**src/rtl/grf_pkg.sv**
```systemverilog
`default_nettype none
// ============================================================================
//  Module      : grf_pkg
//  Description : Shared types and constants for the GRF write-back path.
//  Revision    : 1.0 - initial release
// ============================================================================
package grf_pkg;

    localparam int REG_W  = 5;
    localparam int DATA_W = 32;

    localparam logic [REG_W-1:0] REG_ZERO = 5'd0;

    // One GRF write: destination, data and the PC recorded in the write log
    typedef struct packed {
        logic [REG_W-1:0]  a3;
        logic [DATA_W-1:0] wd;
        logic [DATA_W-1:0] pc;
    } wb_req_t;

endpackage
`default_nettype wire

```
**src/rtl/wb_fifo.sv**
```systemverilog
`default_nettype none
// ============================================================================
//  Module      : wb_fifo
//  Description : MDU result FIFO. Each entry carries a GRF write plus a squash
//                flag. The flag can be set on every entry whose address
//                matches, so a younger in-order write can cancel it.
//  Revision    : 1.0 - initial release
// ============================================================================
module wb_fifo
    import grf_pkg::*;
#(
    parameter int DEPTH = 2
) (
    input  logic             clk,
    input  logic             reset,
    input  logic             push,
    input  wb_req_t          push_req,
    input  logic             push_squash,
    input  logic             pop,
    input  logic             squash_en,
    input  logic [REG_W-1:0] squash_a3,
    output wb_req_t          head_req,
    output logic             head_squash,
    output logic             empty,
    output logic             full
);

    localparam int PTR_W = $clog2(DEPTH);

    logic [PTR_W-1:0] r_wptr;
    logic [PTR_W-1:0] r_rptr;
    logic [PTR_W:0]   r_count;
    wb_req_t          r_mem [DEPTH];
    logic             r_sq  [DEPTH];
    logic             w_push;
    logic             w_pop;

    // A push while full or a pop while empty is ignored
    assign w_push      = push && !full;
    assign w_pop       = pop && !empty;
    assign empty       = (r_count == '0);
    assign full        = (r_count == (PTR_W+1)'(DEPTH));
    assign head_req    = r_mem[r_rptr];
    assign head_squash = r_sq[r_rptr];

    // Read/write pointers and occupancy. DEPTH is a power of two, so the pointers wrap naturally.
    always_ff @(posedge clk or negedge reset) begin
        if (!reset) begin
            r_wptr  <= '0;
            r_rptr  <= '0;
            r_count <= '0;
        end else begin
            if (w_push) begin
                r_wptr <= r_wptr + 1'b1;
            end
            if (w_pop) begin
                r_rptr <= r_rptr + 1'b1;
            end
            case ({w_push, w_pop})
                2'b10:   r_count <= r_count + 1'b1;
                2'b01:   r_count <= r_count - 1'b1;
                default: r_count <= r_count;
            endcase
        end
    end

    // Payload storage. It needs no reset because occupancy gates its use.
    always_ff @(posedge clk) begin
        if (w_push) begin
            r_mem[r_wptr] <= push_req;
        end
    end

    // Per-entry squash flags. A push loads its own flag. A matching address squashes a resident entry.
    for (genvar i = 0; i < DEPTH; i++) begin : g_entry
        // Squash state of slot i
        always_ff @(posedge clk or negedge reset) begin
            if (!reset) begin
                r_sq[i] <= 1'b0;
            end else if (w_push && (r_wptr == PTR_W'(i))) begin
                r_sq[i] <= push_squash;
            end else if (squash_en && (r_mem[i].a3 == squash_a3)) begin
                r_sq[i] <= 1'b1;
            end
        end
    end

endmodule
`default_nettype wire

```
**src/rtl/grf_wb_arbiter.sv**
```systemverilog
`default_nettype none
// ============================================================================
//  Module      : grf_wb_arbiter
//  Description : Shares the single GRF write port between the in-order W stage
//                and buffered MDU results. The block also keeps the
//                pending-write busy mask and bounds how long the MDU can be
//                starved.
//  Revision    : 1.0 - initial release
// ============================================================================
module grf_wb_arbiter
    import grf_pkg::*;
#(
    parameter int DEPTH    = 2,
    parameter int MAX_WAIT = 4
) (
    input  logic        clk,
    input  logic        reset,
    input  logic        pipe_we,
    input  logic [4:0]  pipe_a3,
    input  logic [31:0] pipe_wd,
    input  logic [31:0] pipe_pc,
    output logic        pipe_stall,
    input  logic        mdu_issue,
    input  logic [4:0]  mdu_issue_a3,
    input  logic        mdu_valid,
    output logic        mdu_ready,
    input  logic [4:0]  mdu_a3,
    input  logic [31:0] mdu_wd,
    input  logic [31:0] mdu_pc,
    output logic        grf_we,
    output logic [4:0]  grf_a3,
    output logic [31:0] grf_wd,
    output logic [31:0] grf_pc,
    output logic [31:0] busy_mask
);

    localparam int AGE_W = $clog2(MAX_WAIT + 1);

    wb_req_t            w_head;
    wb_req_t            w_push_req;
    logic               w_head_sq;
    logic               w_head_valid;
    logic               w_empty;
    logic               w_full;
    logic               w_push;
    logic               w_push_sq;
    logic               w_pop;
    logic               w_pipe_req;
    logic               w_pipe_commit;
    logic               w_age_inc;
    logic [31:0]        w_busy_set;
    logic [31:0]        w_busy_clr;
    logic [AGE_W-1:0]   r_age;
    logic               r_pipe_stall;
    logic               r_active;
    logic [31:0]        r_busy;

    // The reset input gates the pipeline request so the port stays idle while reset is held
    assign w_pipe_req   = reset && pipe_we && (pipe_a3 != REG_ZERO);
    assign w_head_valid = !w_empty;
    assign mdu_ready    = r_active && !w_full;
    assign w_push       = mdu_valid && mdu_ready;
    assign pipe_stall   = r_pipe_stall;
    assign busy_mask    = r_busy;

    assign w_push_req.a3 = mdu_a3;
    assign w_push_req.wd = mdu_wd;
    assign w_push_req.pc = mdu_pc;

    // Results to $0, and results overtaken by a pipeline write committing this cycle, enter pre-squashed
    assign w_push_sq = (mdu_a3 == REG_ZERO) || (w_pipe_commit && (pipe_a3 == mdu_a3));

    wb_fifo #(
        .DEPTH       (DEPTH)
    ) u_fifo (
        .clk         (clk),
        .reset       (reset),
        .push        (w_push),
        .push_req    (w_push_req),
        .push_squash (w_push_sq),
        .pop         (w_pop),
        .squash_en   (w_pipe_commit),
        .squash_a3   (pipe_a3),
        .head_req    (w_head),
        .head_squash (w_head_sq),
        .empty       (w_empty),
        .full        (w_full)
    );

    // Port grant: a forced head write, then the pipeline, then the FIFO. A squashed head always drains silently.
    always_comb begin
        grf_we        = 1'b0;
        grf_a3        = '0;
        grf_wd        = '0;
        grf_pc        = '0;
        w_pop         = 1'b0;
        w_pipe_commit = 1'b0;
        if (r_pipe_stall) begin
            if (w_head_valid) begin
                w_pop = 1'b1;
                if (!w_head_sq) begin
                    grf_we = 1'b1;
                    grf_a3 = w_head.a3;
                    grf_wd = w_head.wd;
                    grf_pc = w_head.pc;
                end
            end
        end else if (w_pipe_req) begin
            w_pipe_commit = 1'b1;
            grf_we        = 1'b1;
            grf_a3        = pipe_a3;
            grf_wd        = pipe_wd;
            grf_pc        = pipe_pc;
            if (w_head_valid && w_head_sq) begin
                w_pop = 1'b1;
            end
        end else if (w_head_valid) begin
            w_pop = 1'b1;
            if (!w_head_sq) begin
                grf_we = 1'b1;
                grf_a3 = w_head.a3;
                grf_wd = w_head.wd;
                grf_pc = w_head.pc;
            end
        end
    end

    // Busy-mask updates: an issue sets its bit; a head leaving the FIFO or a squashed push clears its bit
    always_comb begin
        w_busy_set = '0;
        w_busy_clr = '0;
        if (mdu_issue && (mdu_issue_a3 != REG_ZERO)) begin
            w_busy_set[mdu_issue_a3] = 1'b1;
        end
        if (w_pop) begin
            w_busy_clr[w_head.a3] = 1'b1;
        end
        if (w_push && w_push_sq) begin
            w_busy_clr[mdu_a3] = 1'b1;
        end
    end

    // Busy-mask register. When a bit is set and cleared in the same cycle, the set wins. Bit 0 is never busy.
    always_ff @(posedge clk or negedge reset) begin
        if (!reset) begin
            r_busy <= '0;
        end else begin
            r_busy <= ((r_busy & ~w_busy_clr) | w_busy_set) & ~32'd1;
        end
    end

    // A live head that is denied the port ages by one cycle
    assign w_age_inc = w_head_valid && !w_head_sq && !w_pop;

    // Starvation counter. The denial that brings age to MAX_WAIT arms a one-cycle stall.
    always_ff @(posedge clk or negedge reset) begin
        if (!reset) begin
            r_age        <= '0;
            r_pipe_stall <= 1'b0;
        end else begin
            r_pipe_stall <= w_age_inc && (r_age == AGE_W'(MAX_WAIT - 1));
            if (w_pop) begin
                r_age <= '0;
            end else if (w_age_inc && (r_age != AGE_W'(MAX_WAIT))) begin
                r_age <= r_age + 1'b1;
            end
        end
    end

    // Holds mdu_ready low until the first clock after reset releases
    always_ff @(posedge clk or negedge reset) begin
        if (!reset) begin
            r_active <= 1'b0;
        end else begin
            r_active <= 1'b1;
        end
    end

    // Issuing to a register that still has an MDU write outstanding is illegal, unless that write retires this cycle
    a_no_reissue: assert property (@(posedge clk) disable iff (!reset)
        !(mdu_issue && (mdu_issue_a3 != REG_ZERO) && r_busy[mdu_issue_a3] && !w_busy_clr[mdu_issue_a3]));

endmodule
`default_nettype wire

```
**config.mk**
```make
export PLATFORM = sky130hd
export DESIGN_NAME = grf_wb_arbiter
export DESIGN_NICKNAME = d
export VERILOG_FILES = /design/src/rtl/grf_pkg.sv /design/src/rtl/wb_fifo.sv /design/src/rtl/grf_wb_arbiter.sv
export SDC_FILE = /design/constraint.sdc
export NUM_CORES = 1
export LEC_CHECK = 0
export CAP_MARGIN = 20
export CORE_MARGIN = 3
export CORE_UTILIZATION = 35
export CTS_CLUSTER_DIAMETER = 120
export DETAILED_ROUTE_END_ITERATION = 8
export PLACE_DENSITY_LB_ADDON = 0.25
export SYNTH_ARGS = -nofsm -noshare
export SYNTH_HDL_FRONTEND = slang
export SYNTH_SLANG_ARGS = --single-unit
```
**constraint.sdc**
```tcl
create_clock -name clk -period 4.8 [get_ports clk]
set_input_delay 0.72 -clock clk [delete_from_list [all_inputs] [get_ports clk]]
set_output_delay 0.72 -clock clk [all_outputs]
set_load 0.05 [all_outputs]
```
# Word level (Yosys, flattened, before mapping)

Memory sizes are Yosys's and may differ from the RTL's.
Cells that the tools add are included.

$add $sub $neg: 5
$mul: 0
Div/mod/pow operators: 0
Magnitude comparators: 7
Equal/unequal tests: 8
Shifts and indexed selects: 0
Mux-type cells: 43
Bitwise gates (word level): 6
Reduce and logical (&&, ||, !) cells: 34

Operators by type and width:

| operator                                                                            | count |
|---|---|
| 32-bit 2-to-1 mux                                                                   | 11 |
| 32-bit bitwise OR                                                                   | 2 |
| 32-bit bitwise AND                                                                  | 1 |
| 32-bit NOT                                                                          | 1 |
| 1-bit 2-to-1 mux                                                                    | 22 |
| 1-bit logical AND                                                                   | 21 |
| 5-bit 2-to-1 mux                                                                    | 4 |
| 5-bit by 6-bit less-than comparator with 1-bit output, second input constant        | 3 |
| 1-bit demux with 5-bit select                                                       | 3 |
| 5-bit == test                                                                       | 3 |
| 5-bit by 1-bit greater-or-equal comparator with 1-bit output, second input constant | 3 |
| 5-bit nonzero test                                                                  | 2 |
| 2-bit nonzero test                                                                  | 4 |
| 3-bit 2-to-1 mux                                                                    | 2 |
| 5-bit logical NOT                                                                   | 1 |
| 2-bit == test, second input constant                                                | 2 |
| 1-bit logical NOT                                                                   | 4 |
| 2-bit case mux with 2 select lines                                                  | 1 |
| 3-bit by 1-bit adder with 3-bit output, second input constant                       | 1 |
| 3-bit by 2-bit == test with 1-bit output, second input constant                     | 1 |
| 3-bit inequality test, second input constant                                        | 1 |
| 1-bit adder, second input constant                                                  | 2 |
| 2-bit by 1-bit adder with 2-bit output, second input constant                       | 1 |
| 2-bit by 1-bit == test with 1-bit output, second input constant                     | 1 |
| other kinds (6)                                                                     | 6 |

Flip-flop bits (word level): 42
Bits in latches: 0
Bits in writable memories: 138
Bits in read-only memories: 0
Input port bits: 148
Word-level logic and storage cells: 113
Memories: 1

Memories:

| name         | depth | bits a word | read ports | clocked after memory_dff | write ports | RTL line      | source |
|---|---|---|---|---|---|---|---|
| u_fifo.r_mem | 2     | 69          | 3          | 0                        | 1           | wb_fifo.sv:33 | `wb_req_t r_mem [DEPTH];` |

# Logic depth before layout (Yosys ltp)

Depth after elaboration: 14
Gate-level depth with buffers: 8
Depth with buffers taken out: 7

# Modules after synthesis

A second synthesis with hierarchy kept.

Cells, all modules: 770
Area, all modules: 8787.2 µm²

By module, submodules not included:

| module         | instances | cells each | area an instance (µm²) |
|---|---|---|---|
| wb_fifo        | 1         | 253        | 5366.4 |
| grf_wb_arbiter | 1         | 517        | 3420.8 |

# Least setup slack after synthesis

OpenSTA, ideal clock, no wires.

Path kind: input to register
Start point: input mdu_valid
End point: memory u_fifo.r_mem[0][0] (netlist name) (enable)
Library setup time: 0.500 ns
Data arrival time: 3.896 ns
Required time: 4.300 ns
Setup slack: 0.404 ns
Stages: 2
Path through: nand3_1 > nor2_1

Longest elaborated chain between the ends: 4

RTL lines:

| element                                | RTL line             | source |
|---|---|---|
| from (decl)                            | grf_wb_arbiter.sv:25 | `input logic mdu_valid,` |
| 1-bit logical AND                      | grf_wb_arbiter.sv:62 | `assign w_push = mdu_valid && mdu_ready;` |
| 1-bit logical AND                      | wb_fifo.sv:39        | `assign w_push = push && !full;` |
| 1-bit 2-to-1 mux                       | wb_fifo.sv:69        | `if (w_push) begin` |
| 1-bit 2-to-1 mux (not written as such) | wb_fifo.sv:70        | `r_mem[r_wptr] <= push_req;` |
| to (decl)                              | wb_fifo.sv:33        |  |

No other way between the ends.

# Worst setup path after layout

Start point: input pipe_a3[1]
End point: output grf_a3[4]

Longest elaborated chain between the ends: 4

RTL lines:

| element            | RTL line              | source |
|---|---|---|
| from (decl)        | grf_wb_arbiter.sv:19  | `input logic [4:0] pipe_a3,` |
| 5-bit nonzero test | grf_wb_arbiter.sv:59  | `assign w_pipe_req = reset && pipe_we && (pipe_a3 != REG_ZERO);` |
| 1-bit logical AND  | grf_wb_arbiter.sv:59  |  |
| 5-bit 2-to-1 mux   | grf_wb_arbiter.sv:108 | `end else if (w_pipe_req) begin` |
| 5-bit 2-to-1 mux   | grf_wb_arbiter.sv:98  | `if (r_pipe_stall) begin` |
| to (decl)          | grf_wb_arbiter.sv:31  | `output logic [4:0] grf_a3,` |

No other way between the ends.

==> Implementation_results.wiki <==
{| class="wikitable"
! Metric !! Value
|-
| TritonCTS clock tree || yes
|-
| Core Box Area || 0.0236 mm2
|-
| Clock root buffer || clkbuf_16
|-
| Overall routed net length || 22.7 mm
|-
| Worst-Skew Late Latency || 430 ps
|-
| Final global-route overflow total || 0
|-
| Critical path peak fanout || 74
|-
| CP bufs+invs || 3
|-
| Main synth FF type || edfxtp_1
|-
| Number of buffers inserted by port buffering || 250
|-
| Longest individual stage delay on the worst path || 910 ps
|-
| Remaining routing DRC violations || 0
|-
| Setup repair after global routing missed its margin || false
|-
| Peak-usage layer in the global routing report || met2
|-
| Detailed-router iteration count before antenna repair || 5
|-
| Antenna diodes || 0
|-
| Initial cell density of the core || 0.358
|-
| Max-slew violation total from the final report || 0
|-
| Measured slew at the worst slew-check pin || 1030 ps
|-
| Die width || 161 um
|-
| Clock tree sinks || 180
|-
| Flip-flop and latch count after synthesis || 180
|-
| Vias post-DR || 6208
|-
| WHS || 403 ps
|-
| Endpoint type of the worst setup path || output pin
|-
| Max-cap violations || 0
|-
| Startpoint class of the critical path || primary input
|-
| Worst clock skew || 14.9 ps
|-
| Number of warning messages in the yosys log || 0
|-
| Path type of the worst setup path || in -> out
|-
| Cells traversed along the worst timing path || clkdlybuf4s50_1, nor4_4, a21oi_4, buf_12, o31ai_1, clkdlybuf4s50_1
|-
| Layout area overhead || 40.6%
|-
| Placement Rows || 56
|-
| Relative slew slack || 0.313
|-
| Die Area || 0.0260 mm2
|-
| CP delay by family, top || buffers and inverters
|-
| Buffer count from post-CTS setup fixing || 0
|-
| Vias in the first global route || 6310
|-
| Worst ir drop on vdd || 0.332 mV
|-
| Share of post-route cells with drive strength above 1 || 0.0734
|-
| Setup TNS Final || 0 ps
|-
| Post-detailed-placement half-perimeter wirelength || 16.2 mm
|-
| Number of buffers created by CTS || 17
|-
| Leakage || 4.28 nW
|-
| Number of vias per cell after detailed routing || 5.04
|-
| Post-synthesis cell type with the largest combined area || edfxtp_1
|-
| Antenna violations before repair || 1
|-
| Type of the tightest min-delay check || in -> async
|-
| Share of the synthesized area in the top cell type || 0.491
|-
| Setup ws final || 474 ps
|-
| Hold buffer count at cts || 0
|-
| Global routing usage on met1 || 0.229
|-
| Setup-violating endpoint count in the final report || 0
|-
| Final period demand of the worst path || 4330 ps
|-
| Post-Synthesis Cell Area || 0.00844 mm2
|-
| Final hold violation count || 0
|-
| Wire length of the first global-routing pass || 35.7 mm
|-
| First DRT Iteration DRCs || 432
|-
| Ratio of final minimum period to clock period || 0.901
|-
| Count of flip-flops with a built-in enable after synthesis || 138
|-
| Post-Place Worst Slack || 449 ps
|-
| Average cell area after synthesis || 12.6 um2
|-
| Gates resized, CTS repair || 0
|-
| Final antenna-violating net count || 0
|-
| Highest clock rate || 231 MHz
|-
| Register clock-pin slew on the reported worst setup and hold paths || 70 ps
|-
| Async SR Flop Fraction || 0.233
|-
| Final routed wire length divided by cell count || 18.5 um
|-
| Chip Height || 161 um
|-
| Number of ports placed on the die boundary || 252
|-
| Total GRT Usage || 0.177
|-
| H-tree levels || 4
|-
| Outcome || complete, no violations
|-
| Cell types with the largest area share after synthesis || edfxtp_1 49%, dfrtp_1 12%, mux2i_1 7.9%
|-
| Number of buffers on the longest clock path || 2
|-
| Data required, critical path || 4080 ps
|-
| Most frequent cells in the layout || 248 x clkdlybuf4s50_1, 138 x edfxtp_1, 106 x nand2_1
|-
| Data arrival at the endpoint of the critical path || 3610 ps
|-
| Met3 track demand over resource || 0.0541
|-
| Post-route total power || 7.40 mW
|-
| Most common library cell in the layout ignoring fill and taps || clkdlybuf4s50_1
|-
| Number of instances in the synthesized netlist || 669
|-
| Fraction of met2 tracks used by global routing || 0.288
|-
| Post-synthesis sequential area ratio || 0.615
|-
| Number of distinct standard cells referenced by the synthesized netlist || 50
|-
| Pin count of the biggest net entering global routing || 75
|-
| Dominant cell type by count on the critical path || clkdlybuf4s50_1
|-
| Net count after synthesis || 821
|-
| Crit path max-delay cell type || clkdlybuf4s50_1
|-
| Routability cong. || 0.821
|-
| Nets@finish || 1052
|-
| Total power per unit cell area || 624 mW/mm2
|}
-- synthesized netlist by cell type, types with 4 or more instances --
master / n
edfxtp_1: 138
a21oi_1: 6
mux2i_1: 67
a31o_2: 4
nor2b_1: 4
o31ai_1: 69
dfrtp_1: 42
nand3_1: 13
nor4_4: 4
clkbuf_1: 24
nand2_1: 106
xor2_1: 7
ha_1: 4
buf_2: 17
nand2b_1: 6
nor4b_4: 4
xnor2_1: 13
inv_1: 21
nor2_1: 35
a31o_1: 13
a221o_1: 15
o21ai_0: 14
-- final cells by class --
type / instances / area (um2)
clock buffer: 18 / 429
clock inverter: 14 / 189
fill: 2138 / 11700
inverter: 21 / 78.8
multi-input combinational: 423 / 2990
sequential: 180 / 5200
tap: 319 / 399
timing repair buffer: 257 / 2580
-- cells by family (layout without fill, tap and decap cells) --
logic type | count (synthesis) | in the layout | synth area share
multiplexers | 72 | 72 | 0.0871
AND/OR/NAND/NOR | 193 | 193 | 0.116
flip-flops | 180 | 180 | 0.615
XOR/XNOR | 20 | 20 | 0.0207
buffers and inverters | 66 | 310 | 0.0335
other | 2 | 2 | 0.000889
adder cells (fa/ha/maj) | 4 | 4 | 0.00593
AO/OA/AOI/OAI | 132 | 132 | 0.120
-- report_power, final --
part | internal [mW] | switching, mW
clock | 0.755 | 0.661
sequential | 2.01 | 0.180
combinational | 1.30 | 2.50
-- path summary, 6_finish.rpt --
check	from	slack [ps]	cells past startpoint	endpoint
worst max-delay path	pipe_a3[1]	470	6	grf_a3[4]
worst min-delay path	reset	400	2	busy_mask[18]
worst max register to register	pipe_stall	2360	5	busy_mask[7]
worst min register to register	busy_mask[25]	520	1	busy_mask[25]
max in group asynchronous	reset	3970	2	u_fifo.r_rptr
min in group clk	busy_mask[25]	520	1	busy_mask[25]
-- metrics by stage --
step | cell area (um2) | utilization | std cells
after global placement | 11300 | 0.476 | 1200
after detailed placement | 11300 | 0.476 | 1200
after floorplan | 8440 | - | 669
after global routing | 11900 | 0.503 | 1232
after CTS | 11900 | 0.503 | 1232
final | 11900 | 0.503 | 1232
-- state kept, by name, indices dropped and copies added (netlist names) --
register and flops:
pipe_stall 1, u_fifo.r_mem 138, u_fifo.r_sq 2, u_fifo.r_rptr 1, busy_mask 31, r_age 3, u_fifo.r_wptr 1, r_active 1
u_fifo.r_count 2
-- per-layer routing --
| metal | part of all wire | up-vias |
|---|---|---|
| li1 | - | 2963 |
| met3 | 0.076 | 34 |
| met4 | 0.015 | 2 |
| met2 | 0.48 | 242 |
| met1 | 0.43 | 2967 |
| met5 | 0.00057 | - |
(Power assumes the default switching activity.)
